===== config.mk =====
export PLATFORM = sky130hd
export DESIGN_NAME = mul_add_skid_stage
export DESIGN_NICKNAME = d
export VERILOG_FILES = /design/src/rtl/mul_add_skid_stage.sv
export SDC_FILE = /design/constraint.sdc
export NUM_CORES = 1
export LEC_CHECK = 0
export ABC_AREA = 1
export CAP_MARGIN = 20
export CORE_MARGIN = 2
export CORE_UTILIZATION = 36
export DETAILED_ROUTE_END_ITERATION = 7
export GPL_ROUTABILITY_DRIVEN = 0
export PLACE_DENSITY = 0.61
export SLEW_MARGIN = 20
export SYNTH_ARGS = -nofsm -noshare
export SYNTH_HDL_FRONTEND = slang
export SYNTH_SLANG_ARGS = --single-unit

===== constraint.sdc =====
create_clock -name clk -period 3.6 [get_ports clk]
set_input_delay 0.9 -clock clk [delete_from_list [all_inputs] [get_ports clk]]
set_output_delay 0.9 -clock clk [all_outputs]
set_load 0.05 [all_outputs]

===== src/rtl/mul_add_skid_stage.sv =====
// Elastic boundary between the partial-multiply and addition stages of the pipelined
// FP multiplier: valid/ready on both sides, main + skid registers, strict FIFO order.
module mul_add_skid_stage #(
    parameter int W_SUM  = 40,
    parameter int W_FRAC = 23,
    parameter int W_EXP  = 10
) (
    input  logic              clk,
    input  logic              clrn,
    input  logic              flush,

    input  logic              m_valid,
    output logic              m_ready,
    input  logic [1:0]        m_rm,
    input  logic              m_sign,
    input  logic [W_EXP-1:0]  m_exp10,
    input  logic              m_is_nan,
    input  logic              m_is_inf,
    input  logic [W_FRAC-1:0] m_inf_nan_frac,
    input  logic [W_SUM-1:0]  m_sum,
    input  logic [W_SUM-1:0]  m_carry,
    input  logic [7:0]        m_z8,

    output logic              a_valid,
    input  logic              a_ready,
    output logic [1:0]        a_rm,
    output logic              a_sign,
    output logic [W_EXP-1:0]  a_exp10,
    output logic              a_is_nan,
    output logic              a_is_inf,
    output logic [W_FRAC-1:0] a_inf_nan_frac,
    output logic [W_SUM-1:0]  a_sum,
    output logic [W_SUM-1:0]  a_carry,
    output logic [7:0]        a_z8,
    output logic [1:0]        a_count
);

    // State encoding doubles as the occupancy count.
    typedef enum logic [1:0] {
        EMPTY = 2'd0,
        ONE   = 2'd1,
        FULL  = 2'd2
    } state_t;

    typedef struct packed {
        logic [1:0]        rm;
        logic              sign;
        logic [W_EXP-1:0]  exp10;
        logic              is_nan;
        logic              is_inf;
        logic [W_FRAC-1:0] frac;
        logic [W_SUM-1:0]  sum;
        logic [W_SUM-1:0]  carry;
        logic [7:0]        z8;
    } beat_t;

    state_t state_q, state_d;
    beat_t  main_q, main_d;
    beat_t  skid_q, skid_d;
    beat_t  m_beat;
    logic   acc, pop;

    assign m_beat = {m_rm, m_sign, m_exp10, m_is_nan, m_is_inf,
                     m_inf_nan_frac, m_sum, m_carry, m_z8};

    // Handshake outputs depend on the state register alone.
    assign m_ready = (state_q != FULL);
    assign a_valid = (state_q != EMPTY);
    assign a_count = state_q;

    assign acc = m_valid & m_ready;
    assign pop = a_valid & a_ready;

    always_comb begin
        state_d = state_q;
        main_d  = main_q;
        skid_d  = skid_q;
        if (flush) begin
            state_d = EMPTY;
        end else begin
            unique case (state_q)
                EMPTY: begin
                    if (acc) begin
                        state_d = ONE;
                        main_d  = m_beat;
                    end
                end
                ONE: begin
                    if (acc && pop) begin
                        main_d = m_beat;
                    end else if (acc) begin
                        state_d = FULL;
                        skid_d  = m_beat;
                    end else if (pop) begin
                        state_d = EMPTY;
                    end
                end
                FULL: begin
                    if (pop) begin
                        state_d = ONE;
                        main_d  = skid_q;
                    end
                end
                default: state_d = EMPTY;
            endcase
        end
    end

    always_ff @(posedge clk or negedge clrn) begin
        if (!clrn) begin
            state_q <= EMPTY;
            main_q  <= '0;
            skid_q  <= '0;
        end else begin
            state_q <= state_d;
            main_q  <= main_d;
            skid_q  <= skid_d;
        end
    end

    assign a_rm           = main_q.rm;
    assign a_sign         = main_q.sign;
    assign a_exp10        = main_q.exp10;
    assign a_is_nan       = main_q.is_nan;
    assign a_is_inf       = main_q.is_inf;
    assign a_inf_nan_frac = main_q.frac;
    assign a_sum          = main_q.sum;
    assign a_carry        = main_q.carry;
    assign a_z8           = main_q.z8;

endmodule


==> impl_summary.log <==
[metrics] outcome: finished clean
[metrics] sequential cell fraction of total power: 41.1%
[metrics] largest net degree at the start of global routing: 253
[metrics] worst r2r dst: a_inf_nan_frac[11]
[metrics] setup repair after global routing missed its margin: false
[metrics] DRT antenna net count: 0
[metrics] Synth cell types: 17
[metrics] cell area after technology mapping: 11,220 sq um
[metrics] core region area: 30,670 sq um
[metrics] number of instances resized during post-cts repair: 0
[metrics] critical path endpoint category: output port
[metrics] Total Neg Setup Slack: 0 ps
[metrics] number of buffers added to fix hold violations after cts: 0
[metrics] switching pwr: 0.003418 W
[metrics] class of the most critical hold timing path: input port to asynchronous set/reset pin
[metrics] final wirelength: 29.50 mm
[metrics] worst endpoint data arrival time: 2150 ps
[metrics] clock tree from TritonCTS: yes
[metrics] routed len/inst: 14.69 microns
[metrics] max-slew violation count: 0
[metrics] routed via count: 9,499
[metrics] initial antenna violation count: 0
[metrics] flop and latch count out of synthesis: 254
[metrics] synthesized netlist net count: 1,512
[metrics] Boundary Pins: 261
[metrics] achievable clock frequency: 328.2 MHz
[metrics] worst-case register-to-register setup slack: 1540 ps
[metrics] Static Leakage: 7.650 nW
[metrics] die area: 32,590 sq um
[metrics] time the final worst path needs with I/O delays and setup: 3046 ps
[metrics] worst voltage drop across the vdd grid: 0.3160 mV
[metrics] endpoint required time on the critical path: 2700 ps
[metrics] number of standard cells after synthesis: 1,381
[metrics] Crit Reg-Reg Startpoint: a_count[0]
[metrics] cell area power density: 645.5 nW/um^2
[metrics] GRT overflow: 0
[metrics] sequential share of the synthesized area: 56.66%
[metrics] Reg clk slew, reported paths: 60 ps
[metrics] initial cell density of the core: 36.57%
[metrics] Setup-failing EPs final: 0
[metrics] Worst-Skew Late Latency: 530 ps
[metrics] port bufs: 260
[metrics] Clock Path Buffers: 3
[metrics] routed vias/inst: 4.731
[metrics] maximum level of the CTS H-tree: 1
[metrics] Hold Fails Final Rpt: 0
[metrics] TritonCTS buffer count: 29
[metrics] Synth Area per Inst: 8.122 sq um
[metrics] proportion of power drawn by the clock network: 29.1%
[metrics] critical path peak fanout: 7
[metrics] internal power of the cells: 0.006265 W
[metrics] cell area after layout: 15,000 sq um
[metrics] power share of the combinational group: 29.8%
[metrics] P&R area growth vs syn: 33.72%
[metrics] die extent in x: 180.5 microns
[metrics] Critical Path Source Type: flop
[metrics] Sink Count: 254
[metrics] Final period util: 84.62%
[metrics] Crit Path Category: flop to output port
[metrics] all-layer global routing usage: 17.80%
[metrics] logic depth of the worst register-to-register path: 6
[metrics] clock skew after layout: 15.35 ps
[metrics] area post-placement: 14,100 sq um
[metrics] layout cells sized above 1: 4.032%
[metrics] Finished Core Util: 48.91%
[metrics] Pre-antenna DRT Iters: 8
[metrics] relative slew slack: 33.06%
[metrics] global-route wire length before repair: 48.29 mm
[metrics] CTS root buf: clkbuf_16
[metrics] via count of the first global-routing pass: 9,041
[metrics] detailed-route DRC error count: 0
[metrics] Warnings, synthesis: 0
[metrics] total design power: 0.009683 W
[metrics] # diodes: 0
[metrics] number of nets in the final layout: 1,723
[metrics] switching share of power: 35.30%
[metrics] number of placement rows: 64
[metrics] number of filler instances in the final layout: 2,956
[metrics] max-cap check violation count: 0
[metrics] post-CTS setup-driven buffer insertion count: 0
[metrics] slew at the pin with the worst max-slew slack: 1004 ps
[metrics] overall die height: 180.5 microns
[metrics] worst hold-check slack: 342.8 ps
[metrics] number of design-rule violations left by the first detailed-router iteration: 700
[metrics] sum of net half-perimeters after detailed placement: 17.84 mm
## flip-flops by register name, summed over array words and instances, names as in the netlist
signal	cells
a_is_inf	1
a_rm	2
a_sign	1
a_inf_nan_frac	23
a_sum	40
skid_q	126
a_exp10	10
a_count	2
a_carry	40
a_z8	8
a_is_nan	1
## power by group through the flow
| stage | clock (W) | combinational, W | sequential (W) |
|---|---|---|---|
| detailed placement | 0 | 0.00291 | 0.00402 |
| floorplan | 0 | 0.000824 | 0.00498 |
| CTS | 0.00290 | 0.00292 | 0.00398 |
| global route | 0.00302 | 0.00313 | 0.00407 |
| global placement | 0 | 0.00286 | 0.00401 |
| finish | 0.00282 | 0.00288 | 0.00398 |
## cells in the mapped netlist
library cell	n	area share, %
buf_6	2	0.20
nand4_2	1	0.11
buf_4	15	1.0
nand2_4	1	0.10
a21oi_1	128	5.7
o21ai_1	4	0.18
nand3_1	129	5.8
clkbuf_1	25	0.84
o21ai_0	123	5.5
nand4_1	1	0.056
buf_2	48	2.1
buf_1	6	0.20
nor2_1	128	4.3
inv_1	129	4.3
dfrtp_1	254	57
nand2_1	385	13
inv_2	2	0.067
## critical path, stage by stage, from the launching register on
cell and delay, ps:
dfrtp_1 490, inv_2 110, nand2_4 130, clkdlybuf4s50_1 900
## per-stage QoR
| step | setup slack [ps] | instances |
|---|---|---|
| CTS | 512.0 | 2008 |
| floorplan | 1216 | 1381 |
| global route | 437.2 | 2008 |
| detailed placement | 776.2 | 1957 |
| global placement | 810.8 | 1957 |
| finish | 553.5 | 2008 |
## how the worst max path moves through the flow
stage | depth (start not counted) | end | start
after floorplan | 5 | m_ready | a_count[0]
after global placement | 7 | skid_q[88] | m_valid
after detailed placement | 7 | skid_q[52] | m_valid
after CTS | 3 | m_ready | a_count[0]
after global routing | 3 | m_ready | a_count[0]
final | 3 | m_ready | a_count[0]
## area by class of cell
| type | instances | area (sq um) | area share, % |
|---|---|---|---|
| Tap cell | 396 | 495.5 | 3.303 |
| Clock inverter | 9 | 95.09 | 0.6340 |
| Inverter | 131 | 491.7 | 3.278 |
| Multi-Input combinational cell | 900 | 3916 | 26.11 |
| Clock buffer | 42 | 804.5 | 5.364 |
| Timing Repair Buffer | 276 | 2840 | 18.94 |
| Sequential cell | 254 | 6356 | 42.38 |
## kinds of logic after synthesis
group / count (synthesis) / share of synthesized area, %
buffers and inverters: 227 / 8.767
AND/OR/NAND/NOR: 645 / 23.19
AO/OA/AOI/OAI: 255 / 11.38
flip-flops: 254 / 56.66
## layout by cell type, fill, tap and decap left out
cell and count:
buf_12 9, inv_2 2, buf_8 1, clkdlybuf4s50_1 259, buf_4 7, clkinv_2 7, nand3_1 129, a21oi_4 1
a21oi_1 127, inv_1 129, bufinv_16 2, nor2_1 128, dfrtp_1 254, nand2_1 384, clkbuf_1 10, clkbuf_8 3
nand4_1 1, o21ai_4 1, nand2_4 2, o21ai_1 3, clkbuf_16 29, nand4_4 1, o21ai_0 123
## per-layer routing
layer  global-route usage [%]  up-vias  wire length [microns]
met2                    28.38      269                  13220
li1                         -     4773                      -
met1                    25.04     4427                  13820
met3                    3.800       30                   1911
met5                        0        -                      0
met4                    3.839        0                    548
Power figures use the tool's default switching activity.
